**config.mk**
```make
export PLATFORM = sky130hd
export DESIGN_NAME = ext_pipe
export DESIGN_NICKNAME = d
export VERILOG_FILES = /design/src/rtl/ext_pipe.sv
export SDC_FILE = /design/constraint.sdc
export NUM_CORES = 1
export LEC_CHECK = 0
export ABC_CLOCK_PERIOD_IN_PS = 3700
export CAP_MARGIN = 10
export CORE_ASPECT_RATIO = 0.8
export CORE_MARGIN = 3
export CORE_UTILIZATION = 58
export CTS_CLUSTER_DIAMETER = 40
export DETAILED_ROUTE_END_ITERATION = 8
export PLACE_DENSITY_LB_ADDON = 0.25
export SLEW_MARGIN = 20
export SYNTH_ARGS = -nofsm -noshare
export SYNTH_HDL_FRONTEND = slang
export SYNTH_SLANG_ARGS = --single-unit
```
**constraint.sdc**
```tcl
create_clock -name clk -period 3.7 [get_ports clk]
set_input_delay 0.925 -clock clk [delete_from_list [all_inputs] [get_ports clk]]
set_output_delay 0.925 -clock clk [all_outputs]
set_load 0.03 [all_outputs]
```
**src/rtl/ext_pipe.sv**
```systemverilog
// Immediate extender with a small output FIFO.
// Each accepted operand is extended according to EOp and stored together with
// an error flag; results leave in acceptance order through a ready/valid port.
module ext_pipe #(
   parameter int unsigned IN_W  = 16,
   parameter int unsigned OUT_W = 32,
   parameter int unsigned DEPTH = 2
) (
   input  logic                       clk,
   input  logic                       rst_n,
   input  logic                       in_valid,
   output logic                       in_ready,
   input  logic [IN_W-1:0]            imm,
   input  logic [2:0]                 EOp,
   output logic                       out_valid,
   input  logic                       out_ready,
   output logic [OUT_W-1:0]           ext,
   output logic                       out_err,
   output logic [$clog2(DEPTH):0]     count
);

   localparam int unsigned PW = $clog2(DEPTH);
   localparam int unsigned CW = PW + 1;

   logic [OUT_W-1:0] mem_q [DEPTH];
   logic             err_q [DEPTH];
   logic [PW-1:0]    wr_ptr_q, rd_ptr_q;
   logic [CW-1:0]    count_q, count_d;

   logic             accept, pop;
   logic [OUT_W-1:0] sext, zext, hi_place, res;
   logic             res_err;

   assign accept    = in_valid && in_ready;
   assign pop       = out_valid && out_ready;

   // Flow control depends only on registered occupancy, never on out_ready.
   assign in_ready  = (count_q < CW'(DEPTH));
   assign out_valid = (count_q != '0);
   assign count     = count_q;

   // Head entry is gated so an empty buffer presents zeros.
   assign ext       = out_valid ? mem_q[rd_ptr_q] : '0;
   assign out_err   = out_valid ? err_q[rd_ptr_q] : 1'b0;

   assign sext      = {{(OUT_W-IN_W){imm[IN_W-1]}}, imm};
   assign zext      = {{(OUT_W-IN_W){1'b0}}, imm};
   assign hi_place  = {imm, {(OUT_W-IN_W){1'b0}}};

   // Extension result for the operand currently offered.
   always_comb begin
      res     = '0;
      res_err = 1'b0;
      case (EOp)
         3'b000:  res = sext;
         3'b001:  res = zext;
         3'b010:  res = hi_place;
         3'b011:  res = {sext[OUT_W-3:0], 2'b00};
         3'b100:  res = {zext[OUT_W-3:0], 2'b00};
         default: res_err = 1'b1;
      endcase
   end

   // Occupancy next state; simultaneous push and pop leaves it unchanged.
   always_comb begin
      count_d = count_q;
      if (accept && !pop) begin
         count_d = count_q + CW'(1);
      end else if (!accept && pop) begin
         count_d = count_q - CW'(1);
      end
   end

   // FIFO storage and pointers; pointers wrap naturally since DEPTH is a power of two.
   always_ff @(posedge clk or negedge rst_n) begin
      if (!rst_n) begin
         for (int i = 0; i < DEPTH; i++) begin
            mem_q[i] <= '0;
            err_q[i] <= 1'b0;
         end
         wr_ptr_q <= '0;
         rd_ptr_q <= '0;
         count_q  <= '0;
      end else begin
         if (accept) begin
            mem_q[wr_ptr_q] <= res;
            err_q[wr_ptr_q] <= res_err;
            wr_ptr_q        <= wr_ptr_q + PW'(1);
         end
         if (pop) begin
            rd_ptr_q <= rd_ptr_q + PW'(1);
         end
         count_q <= count_d;
      end
   end

endmodule

```
Yosys cells after proc, flatten, opt, wreduce, memory -nomap -nowiden

Cells that the tools add are included.

Output and inout bits: 37
Logic and storage cells: 50
Register bits after elaboration: 70
Bits of input ports: 23

Bitwise operators: 2
Reduce and logical (&&, ||, !) cells: 11
Magnitude comparators: 4
Equal/unequal tests: 4
$add $sub $neg: 4
Multiplexer cells: 18

Operator list:

| operator              | number |
|---|---|
| $mux W32              | 5 |
| $pmux W32 S5          | 1 |
| $bwmux W64            | 1 |
| $demux W32 S1         | 1 |
| $eq A3 B2 Y1 const B  | 2 |
| $mux W1               | 6 |
| $logic_and A1 B1 Y1   | 5 |
| $reduce_or A5 Y1      | 1 |
| $ge A2 B2 Y1 const B  | 2 |
| $mux W2               | 2 |
| $not A1 Y2            | 2 |
| $reduce_bool A2 Y1    | 2 |
| $eq A3 B1 Y1 const B  | 1 |
| $eq A3 B3 Y1 const B  | 1 |
| $logic_not A3 Y1      | 1 |
| $add A1 B1 Y1 const B | 2 |
| $add A2 B1 Y2 const B | 1 |
| $bwmux W2             | 1 |
| $logic_not A1 Y1      | 2 |
| $lt A2 B1 Y1 const B  | 1 |
| $lt A2 B2 Y1 const B  | 1 |
| $sub A2 B1 Y2 const B | 1 |
| $demux W1 S1          | 1 |

Longest topological paths before layout

Gate-level depths: netlist (run 1).

Depth in word-level cells: 6
Mapped depth: 7
Depth with buffers taken out: 7

Worst setup path after synthesis (run 1)

Ideal clock, no wire load.

Path kind: reg2out
From: reg count_q[0] (netlist: count[0])
To: out ext[10]
Path buffers: 1
Stages on the path, launching flop included: 4
Setup slack: 1.399 ns
Data required time: 2.775 ns
Arrival time: 1.376 ns
Cells stage by stage: dfrtp_1 nor2_1 clkbuf_1 nor2_1

Longest elaborated chain between the ends: 2

RTL lines:

| what                   | RTL line | text |
|---|---|---|
| from (decl)            | 28       | `logic [CW-1:0] count_q, count_d;` |
| from (signal assigned) | 93       | `count_q <= count_d;` |
| $reduce_bool A2 Y1     | 39       | `assign out_valid = (count_q != '0);` |
| $mux W32               | 43       | `assign ext = out_valid ? mem_q[rd_ptr_q] : '0;` |
| to (decl)              | 17       | `output logic [OUT_W-1:0] ext,` |

Every way passes these cells.

Worst setup path after layout (run 1)

From: reg rd_ptr_q
To: out ext[19]

Longest elaborated chain between the ends: 5

RTL lines:

| what                                         | RTL line | text |
|---|---|---|
| from (decl)                                  | 27       | `logic [PW-1:0] wr_ptr_q, rd_ptr_q;` |
| from (signal assigned)                       | 91       | `rd_ptr_q <= rd_ptr_q + PW'(1);` |
| $not A1 Y2 (implied by the code)             | 43       |  |
| $mux W32 (implied by the code) (3 in series) | 43       |  |
| $mux W32                                     | 43       |  |

Every way passes these cells. The select of a mux whose other input is x is not followed.

==> impl_results.md, run 1 <==
* Xor-xnor portion of the synthesized cell area at 1.43%
* Area share of and/or/nand/nor cells after synthesis at 16.7%
* Outcome: finished clean
* Row count at 25
* Iteration-0 DRC Markers at 228
* VDD IR max at 0.489 mV
* WP data required at 2770 ps
* Number of synthesized flops with an enable pin at 0
* GR Overflow Total at 0
* WL final at 9.15 mm
* Crit path max fanout at 25
* Starting density of the core at 60.9%
* Register area share after synthesis at 47.6%
* Synthesized flop and latch total at 70
* PostCTS Resize Cnt at 0
* Slew at the pin with the worst max-slew slack at 874 ps
* CP arrival at 2150 ps
* Slew Limit Fails at 0
* Final Hold Viols at 0
* Antenna violations before repair at 0
* Complex-gate fraction of the synthesized area at 19.1%
* Layout Nets at 451
* Fin crit period at 3080 ps
* CTS Sinks at 70
* CTS tree: yes
* Endpoint, Worst Hold: mem_q[50]
* Antenna cell count at 0
* Synth top area cells: dfrtp_1, mux2i_1, o21ai_1, nand2_1, a221oi_2
* Global placer's final weighted congestion at 0.898
* RSZ-0062 raised after global routing: false
* Worst r2r path cells at 4
* Clock Latency Late Sink at 350 ps
* TritonCTS buffer count at 9
* CP Capture Type: output pin
* Most Crowded Layer GR: met2
* DRC Markers at 0
* Ys Warns at 0
* Critical Path Source Type: register
* Clk buf depth at 2
* Die Wd at 95.0 µm
* I/O Pins at 60
* Htree depth at 3
* Syn Std Cell Area at 0.00368 mm²
* Worst setup path class: register to output pin
* Worst flop-to-flop path endpoint: mem_q[49]
* Post-route ant nets at 0
* Final Non-Filler Cells at 513
* First-pass GRT wire length at 15.2 mm
* Global-route usage over all layers at 26.8%
* Worst Skew at 9.95 ps
* Most frequent cells after synthesis: dfrtp_1, nand2_1, o21ai_1, nor2_1, mux2i_1
* Commonest register cell after synthesis: dfrtp_1
* Max cap viols at 0
* Clk root buf: clkbuf_8
* Final period utilization at 83.1%
* Via count of the first global-routing pass at 2960
* Chip height at 77.2 µm
* Mean post-synth cell area at 9.78 µm²
* Largest family of logic cells by synthesized area: compound AO/OA/AOI/OAI gates
* Post-CTS Hold Buffers at 0
* Layout cells sized above 1 at 13.4%
* Worst Hold Class: register to register
* Power Dens Cells at 867 mW/mm²
* Rel. slew slack at 41.7%
* Post-DP HPWL at 6.21 mm
* Area Growth Syn to Fin at 23.9%
* Area after DPL at 0.00432 mm²
* Via density per instance at 6.07
* Design area at 0.00456 mm²
* Routed vias at 3114
* Adder-Cell Fraction of Synth Area at 0.340%
* Gate Count Post-Synth at 376
* Dpl cells at 497
* RR Startpoint: count[1]
* Clock transition at path regs at 80 ps
* Die area at 0.00734 mm²
* Worst Hold Path Cells at 2
* Leakage power at 2.00 nW
* Hold Crit Start: mem_q[50]
* Post-synth net total at 400
* GR Util met1 at 37.7%
* Setup bufs post-CTS at 0
* Core Footprint at 0.00604 mm²
* TNS Setup at 0 ps
* Async set-reset flop share out of synthesis at 100%
* Area leader, netlist: dfrtp_1
* IO Port Bufs at 59
* Yosys top cell area share at 47.6%
* Post-synthesis mux area share at 9.60%
* R2r setup slk at 1760 ps
* Achievable Freq at 0.325 GHz
* # setup viols final at 0
* Drt first pass iters at 5
* Largest net degree at the start of global routing at 38
* Most frequent cell after synthesis: dfrtp_1
* Met2 usage at 39.8%
* Met3 Usage GRT at 9.22%
* Routed WL per cell at 17.8 µm
* Synth cell types at 33
## critical path, stage by stage, from the launching register on
cell and delay [ps]:
dfrtp_2 570, buf_12 270, mux2i_1 120, nor2_1 130, clkdlybuf4s50_1 700
## placed cells by master, fill, tap and decap left out, types with 2 or more instances in the layout
cell	n
dfrtp_1	69
nand2_1	65
clkdlybuf4s50_1	58
o21ai_1	52
nor2_1	35
mux2i_1	33
nor4bb_1	15
a22oi_1	13
a221oi_2	11
clkbuf_8	11
buf_4	11
o21ai_2	10
inv_1	6
a221oi_1	4
xnor2_1	4
a21oi_1	4
a22o_1	3
nor2b_1	2
nor2_2	2
o21ai_0	2
xor2_1	2
bufinv_16	2
buf_12	2
## cell families (layout without fill, tap and decap cells)
| group | count (synthesis) | count (layout) |
|---|---|---|
| buffers and inverters | 38 | 94 |
| AO/OA/AOI/OAI | 99 | 99 |
| XOR/XNOR | 6 | 6 |
| multiplexers | 35 | 35 |
| flip-flops | 70 | 70 |
| AND/OR/NAND/NOR | 127 | 127 |
| adder cells (fa/ha/maj) | 1 | 1 |
## worst max-delay path by stage
stage	to	from	slack (ps)
5_1_grt	ext[30]	rd_ptr_q	520
4_1_cts	ext[9]	rd_ptr_q	620
2_1_floorplan	ext[10]	count[0]	1400
3_3_place_gp	mem_q[24]	EOp[2]	800
3_5_place_dp	mem_q[23]	EOp[2]	720
6_report	ext[19]	rd_ptr_q	620
## metal layers
layer,up-vias,share of wire [%]
met4,0,1.2
met2,117,47
met5,-,0
met3,12,7.4
li1,1439,-
met1,1546,44
## sequential cells by signal, summed over array words and instances, names as in the netlist
name	count
mem_q	64
count	2
err_q	2
rd_ptr_q	1
wr_ptr_q	1
## power breakdown
part           internal, W  total, W  switching, W
Clock             0.000416  0.000706      0.000290
Combinational     0.000787   0.00190       0.00111
Sequential         0.00112   0.00135      0.000226
## through the flow
| step | utilization (%) | hold slack (ps) | total power, W | setup WS, ps |
|---|---|---|---|---|
| 4_1_cts | 75.4 | 482 | 0.00397 | 617 |
| 5_1_grt | 75.5 | 505 | 0.00419 | 520 |
| 6_report | 75.5 | 482 | 0.00395 | 624 |
| 3_5_place_dp | 71.6 | 465 | 0.00326 | 724 |
| 2_1_floorplan | - | 449 | 0.00256 | 1400 |
| 3_3_place_gp | 71.6 | 460 | 0.00320 | 796 |
## cell type report
| type | count | area [µm²] |
|---|---|---|
| clock buffers | 11 | 151 |
| clock inverters | 5 | 81.3 |
| fillers | 428 | 1480 |
| inverters | 6 | 22.5 |
| multi-input cells | 268 | 1740 |
| flip-flops and latches | 70 | 1750 |
| well taps | 81 | 101 |
| repair buffers | 72 | 708 |
No activity file was read; power rests on OpenSTA's default activity.
==> run 2, diff against run 1 <==
--- a/config.mk
+++ b/config.mk
@@ -5,11 +5,11 @@
 export SDC_FILE = /design/constraint.sdc
 export NUM_CORES = 1
 export LEC_CHECK = 0
-export ABC_CLOCK_PERIOD_IN_PS = 3700
+export ABC_CLOCK_PERIOD_IN_PS = 2500
 export CAP_MARGIN = 10
 export CORE_ASPECT_RATIO = 0.8
 export CORE_MARGIN = 3
-export CORE_UTILIZATION = 58
+export CORE_UTILIZATION = 48
 export CTS_CLUSTER_DIAMETER = 40
 export DETAILED_ROUTE_END_ITERATION = 8
 export PLACE_DENSITY_LB_ADDON = 0.25
==> constraint.sdc (replaced) <==
create_clock -name clk -period 2.5 [get_ports clk]
set_input_delay 0.625 -clock clk [delete_from_list [all_inputs] [get_ports clk]]
set_output_delay 0.625 -clock clk [all_outputs]
set_load 0.03 [all_outputs]
==> run 2 against run 1 <==
  * Via count is 4.7% lower
  * Count of clock-buffer cells in the layout is the same
  * Worst hold slack got worse by 200 ps
  * Die area is 19% higher
  * Sequential power up 44%
  * Wire length up 2.2%
  * Critical path type is now input port to register
  * Largest power group unchanged
  * Highest routed layer unchanged
==> impl_results.md, run 2 (synthesis gave the netlist of run 1 again) <==
* I/O Pins at 60 (unchanged)
* Die area at 0.00875 mm² (+19%)
* IO Port Bufs at 59 (unchanged)
* Slew Limit Fails at 0 (unchanged)
* Fin crit period at 2270 ps
* Via count of the first global-routing pass at 2976 (+0.54%)
* Final setup margin at 228 ps (-396 ps)
* Area Growth Syn to Fin at 23.3%
* Post-DP HPWL at 6.30 mm (+1.4%)
* Crit path largest cell delay at 690 ps (about the same)
* Clock transition at path regs at 80 ps (about the same)
* Crit path max fanout at 13 (-48%)
* Via density per instance at 5.55 (-8.6%)
* Post-route ant nets at 0 (unchanged)
* Htree depth at 3 (unchanged)
* Clock Latency Late Sink at 350 ps (about the same)
* Antenna cell count at 0 (unchanged)
* CTS tree: yes
* DRC Markers at 0 (unchanged)
* WP data required at 2770 ps (about the same)
* Place WS at -165 ps (-889 ps)
* Starting density of the core at 51.3% (-9.6 points)
* Layout cells sized above 1 at 21.0% (+7.5 points)
* Final Non-Filler Cells at 535 (+4.3%)
* Final period utilization at 90.9%
* Slew at the pin with the worst max-slew slack at 845 ps (-29.0 ps)
* CP arrival at 2540 ps (+390 ps)
* Layout fillers at 618 (+44%)
* Max cap viols at 0 (unchanged)
* Critical Path Source Type: input port
* Row count at 27 (+8.0%)
* CP Capture Type: register
* Largest register FFs at 64 (unchanged)
* Worst Hold Class: input port to asynchronous set/reset pin
* Iteration-0 DRC Markers at 225 (-1.3%)
* WL final at 9.35 mm (+2.2%)
* Cells along the critical path: clkdlybuf4s50_1 -> buf_4 -> nor3b_2 -> a22oi_1 -> o21ai_1
* Antenna violations before repair at 0 (unchanged)
* Global placer's final weighted congestion at 0.804 (-10%)
* Core Footprint at 0.00716 mm² (+19%)
* PostCTS Resize Cnt at 0 (unchanged)
* Worst setup path class: input port to register
* Largest net degree at the start of global routing at 71 (+87%)
* Clk buf depth at 2 (unchanged)
* Largest reg by FF count: mem_q
* First-pass GRT wire length at 15.6 mm (+2.6%)
* Post-CTS Hold Buffers at 0 (unchanged)
* Global-route usage over all layers at 22.2% (-4.6 points)
* Most frequent cells in the layout: dfrtp_1, nand2_1, o21ai_1
* Chip height at 84.3 µm (+9.1%)
* Routed vias at 2967 (-4.7%)
* Drt first pass iters at 4 (-1)
* Die Wd at 104 µm (+9.3%)
* Most common cell after layout, fill and taps aside: dfrtp_1
* Outcome: finished clean
* Worst Skew at 10.7 ps (+0.797 ps)
* Routed WL per cell at 17.5 µm (-2.0%)
* Leakage power at 2.08 nW (+3.9%)
* Final Hold Viols at 0 (unchanged)
* GR Overflow Total at 0 (unchanged)
* CTS Sinks at 70 (unchanged)
* Achievable Freq at 0.440 GHz
* Rel. slew slack at 43.4% (+1.7 points)
* TritonCTS buffer count at 9 (unchanged)
* # setup viols final at 0 (unchanged)
* Layout Nets at 454 (+0.67%)
* Power Dens Cells at 1250 mW/mm² (+45%)
* Slowest cell on crit path: nor3b_2
* Setup bufs post-CTS at 0 (unchanged)
* VDD IR max at 0.747 mV (+53%)
* RSZ-0062 raised after global routing: false
* Dpl cells at 520 (+4.6%)
* Clk root buf: clkbuf_8
run 2: worst max-delay path: cells and delay by family:
family	cells	cell delay, ps
buffers and inverters	2	780
and+or+nand+nor	1	690
AOI/OAI and AO/OA	2	440
run 2: final cells by class:
type	instances	area [µm²]	share of cell area, %
clock inverters	4	72.6	1.60
inverters	6	22.5	0.497
clock buffers	11	131	2.90
well taps	101	126	2.79
multi-input cells	268	1740	38.5
flip-flops and latches	70	1750	38.6
repair buffers	75	686	15.1
run 2: report_power, final:
part | internal [W] | total (W) | switching (W) | leakage, nW
logic | 0.00108 | 0.00277 | 0.00169 | 1.05
registers | 0.00166 | 0.00195 | 0.000293 | 0.931
clock network | 0.000555 | 0.000967 | 0.000412 | 0.0994
total | 0.00329 | 0.00569 | 0.00240 | 2.08
run 2: metal layers:
| layer | share of wire (%) | vias up | GRT usage, % |
|---|---|---|---|
| met3 | 5.3 | 10 | 4.46 |
| li1 | - | 1437 | - |
| met1 | 47 | 1427 | 31.5 |
| met5 | 0 | - | 0 |
| met4 | 0.70 | 0 | 6.28 |
| met2 | 47 | 93 | 34.9 |
run 2: stage by stage:
stage	area [µm²]	hold WS, ps	power [W]	util, %	TNS [ps]
2_1_floorplan	3680	329	0.00379	-	0
3_3_place_gp	4320	461	0.00467	60.4	-3590
3_5_place_dp	4320	466	0.00476	60.4	-3530
4_1_cts	4530	299	0.00573	63.2	0
5_1_grt	4540	299	0.00605	63.3	0
6_report	4540	279	0.00569	63.3	0
run 2: worst paths after layout:
kind / startpoint / to / slack (ps) / depth (start not counted)
worst max register to register: count[1] / mem_q[46] / 900 / 4
min in group clk: mem_q[52] / mem_q[52] / 480 / 2
worst min-delay path: rst_n / count[1] / 280 / 2
worst max-delay path: EOp[2] / mem_q[28] / 230 / 5
max in group asynchronous: rst_n / mem_q[8] / 1890 / 2
worst min register to register: mem_q[52] / mem_q[52] / 480 / 2
==> run 3, diff against run 2 <==
--- a/config.mk
+++ b/config.mk
@@ -9,9 +9,10 @@
 export CAP_MARGIN = 10
 export CORE_ASPECT_RATIO = 0.8
 export CORE_MARGIN = 3
-export CORE_UTILIZATION = 48
-export CTS_CLUSTER_DIAMETER = 40
+export CORE_UTILIZATION = 40
+export CTS_CLUSTER_DIAMETER = 50
 export DETAILED_ROUTE_END_ITERATION = 8
+export GPL_TIMING_DRIVEN = 0
 export PLACE_DENSITY_LB_ADDON = 0.25
 export SLEW_MARGIN = 20
 export SYNTH_ARGS = -nofsm -noshare
==> run 3 against run 2 <==
  * Worst hold slack got worse by 120 ps
  * Setup slack worse by 150 ps
  * Clock skew shrank 7.0 ps
  * Count of clock-buffer cells in the layout is 1 higher
  * Sequential cell count did not move
  * Combinational power hardly changed
  * Critical endpoint is now ext[0]
==> impl_results.md, run 3 (synthesis gave the netlist of run 1 again) <==
* Crit path max fanout at 7 (-6)
* Leakage power at 2.23 nW (+7.1%)
* Worst r2r path cells at 4 (unchanged)
* Chip height at 91.8 µm (+8.9%)
* First-pass GRT wire length at 16.4 mm (+5.0%)
* Clk buf depth at 2 (unchanged)
* Critical Path Source Type: register
* Global-route usage over all layers at 20.4% (-1.8 points)
* Area Growth Syn to Fin at 28.4%
* Final Hold Viols at 0 (unchanged)
* Core Footprint at 0.00871 mm² (+22%)
* Place WS at -312 ps (-147 ps)
* GR Overflow Total at 0 (unchanged)
* Multi-input logic area at 0.00174 mm² (-0.14%)
* Global placer's final weighted congestion at 0.807 (+0.39%)
* Post-route ant nets at 0 (unchanged)
* Routed WL per cell at 17.6 µm (+0.86%)
* Antenna violations before repair at 0 (unchanged)
* CP Capture Type: output pin
* Largest register FFs at 64 (unchanged)
* Htree depth at 3 (unchanged)
* Dpl cells at 548 (+5.4%)
* Die area at 0.0104 mm² (+19%)
* RR Startpoint: count[1]
* R2r setup slk at 770 ps (-130 ps)
* Routed vias at 3122 (+5.2%)
* Layout Nets at 471 (+3.7%)
* Via count of the first global-routing pass at 3070 (+3.2%)
* Hold Slack at 156 ps (-123 ps)
* RSZ-0062 raised after global routing: true
* Achievable Freq at 0.413 GHz (-6.1%)
* CTS tree: yes
* IO Port Bufs at 59 (unchanged)
* Antenna cell count at 0 (unchanged)
* I/O Pins at 60 (unchanged)
* Starting density of the core at 42.2% (-9.1 points)
* Area after DPL at 0.00443 mm² (+2.5%)
* Layout fillers at 809 (+31%)
* Post-DP HPWL at 7.18 mm (+14%)
* Sequential Area at 0.00175 mm² (about the same)
* Layout cells sized above 1 at 14.3% (-6.7 points)
* Largest net degree at the start of global routing at 54 (-24%)
* Final period utilization at 96.7% (+5.9 points)
* Rel. slew slack at 63.2% (+20 points)
* Crit. Startpoint: rd_ptr_q
* Most common cell after layout, fill and taps aside: dfrtp_1
* Row count at 30 (+11%)
* Worst flop-to-flop path endpoint: mem_q[28]
* WP depth at 4 (-1)
* Slew Limit Fails at 0 (unchanged)
* Crit path largest cell delay at 680 ps (about the same)
* Clock Latency Late Sink at 330 ps (-20 ps)
* TNS Setup at 0 ps (unchanged)
* Clk root buf: clkbuf_16
* Iteration-0 DRC Markers at 182 (-19%)
* Via density per instance at 5.57 (+0.35%)
* Slowest cell on crit path: clkdlybuf4s50_1
* Worst Skew at 3.74 ps (-7.01 ps)
* Worst setup path class: register to output pin
* WP buf/inv at 2 (unchanged)
* Worst Hold Class: input port to asynchronous set/reset pin
* CTS Sinks at 70 (unchanged)
* Design area at 0.00472 mm² (+4.1%)
* Max cap viols at 0 (unchanged)
* WP data required at 1880 ps (-890 ps)
* Family with the most delay on the worst path: buffers and inverters
* TritonCTS buffer count at 9 (unchanged)
* Drt first pass iters at 4 (unchanged)
* DRC Markers at 0 (unchanged)
* Outcome: finished clean
* Worst setup path endpoint: ext[0]
* CP arrival at 1790 ps (-750 ps)
* Final setup margin at 81.5 ps (-147 ps)
* Clock transition at path regs at 50 ps (-30 ps)
* Setup bufs post-CTS at 0 (unchanged)
* VDD IR max at 0.855 mV (+15%)
* Power Dens Cells at 1270 mW/mm² (+0.93%)
* Slew at the pin with the worst max-slew slack at 553 ps (-293 ps)
* Die Wd at 113 µm (+9.0%)
* WL final at 9.89 mm (+5.8%)
* # setup viols final at 0 (unchanged)
* Final Non-Filler Cells at 561 (+4.9%)
* Largest reg by FF count: mem_q
* Fin crit period at 2420 ps (+147 ps)
* Most frequent cells in the layout: dfrtp_1, nand2_1, o21ai_1
* Cells along the critical path: buf_2 -> mux2i_1 -> nor2_1 -> clkdlybuf4s50_1
## run 3: power breakdown
part	total [W]	switching, W	leakage, nW	internal, W
Clock	0.00127	0.000435	0.147	0.000835
Sequential	0.00195	0.000295	0.932	0.00166
Combinational	0.00275	0.00172	1.15	0.00103
Total	0.00598	0.00245	2.23	0.00353
## run 3: routing by layer
metal	vias to the layer above	track usage, %	share of wire [%]
met5	-	0	0
met4	0	7.01	1.5
met3	12	5.54	7.2
met2	113	30.2	44
li1	1466	-	-
met1	1531	28.9	47
## run 3: through the flow
stage	util [%]	total power, W
floorplan	-	0.00379
global placement	50.6	0.00478
detailed placement	50.9	0.00486
CTS	54.2	0.00602
global route	54.2	0.00637
finish	54.2	0.00598
## run 3: worst reg2reg max path, delay by kind of cell, from the launching register on
kind            cells  cell delay [ps]
simple gates        2              640
flops               1              450
buf+inv             1              360
compound gates      1              210
## run 3: worst min-delay path by stage
stage                      to  slack, ps  cells after the start
floorplan            count[0]        330                      0
global placement    mem_q[48]        460                      2
detailed placement  mem_q[58]        460                      2
CTS                  count[1]        150                      1
global route         count[1]        170                      1
finish               count[1]        160                      1
## run 3: final cells by class
cell class	count	share of cell area, %
flip-flops and latches	70	37.1
well taps	112	2.97
multi-input cells	268	36.9
clock buffers	12	5.64
clock inverters	1	0.636
plain buffers	32	4.00
repair buffers	60	12.3
inverters	6	0.477
## run 3: what timing repair did
action	CTS	global route
gates cloned	0	0
setup endpoints to repair	34	2
pin swaps	0	0
gates resized for setup	40	3
hold buffers	0	0
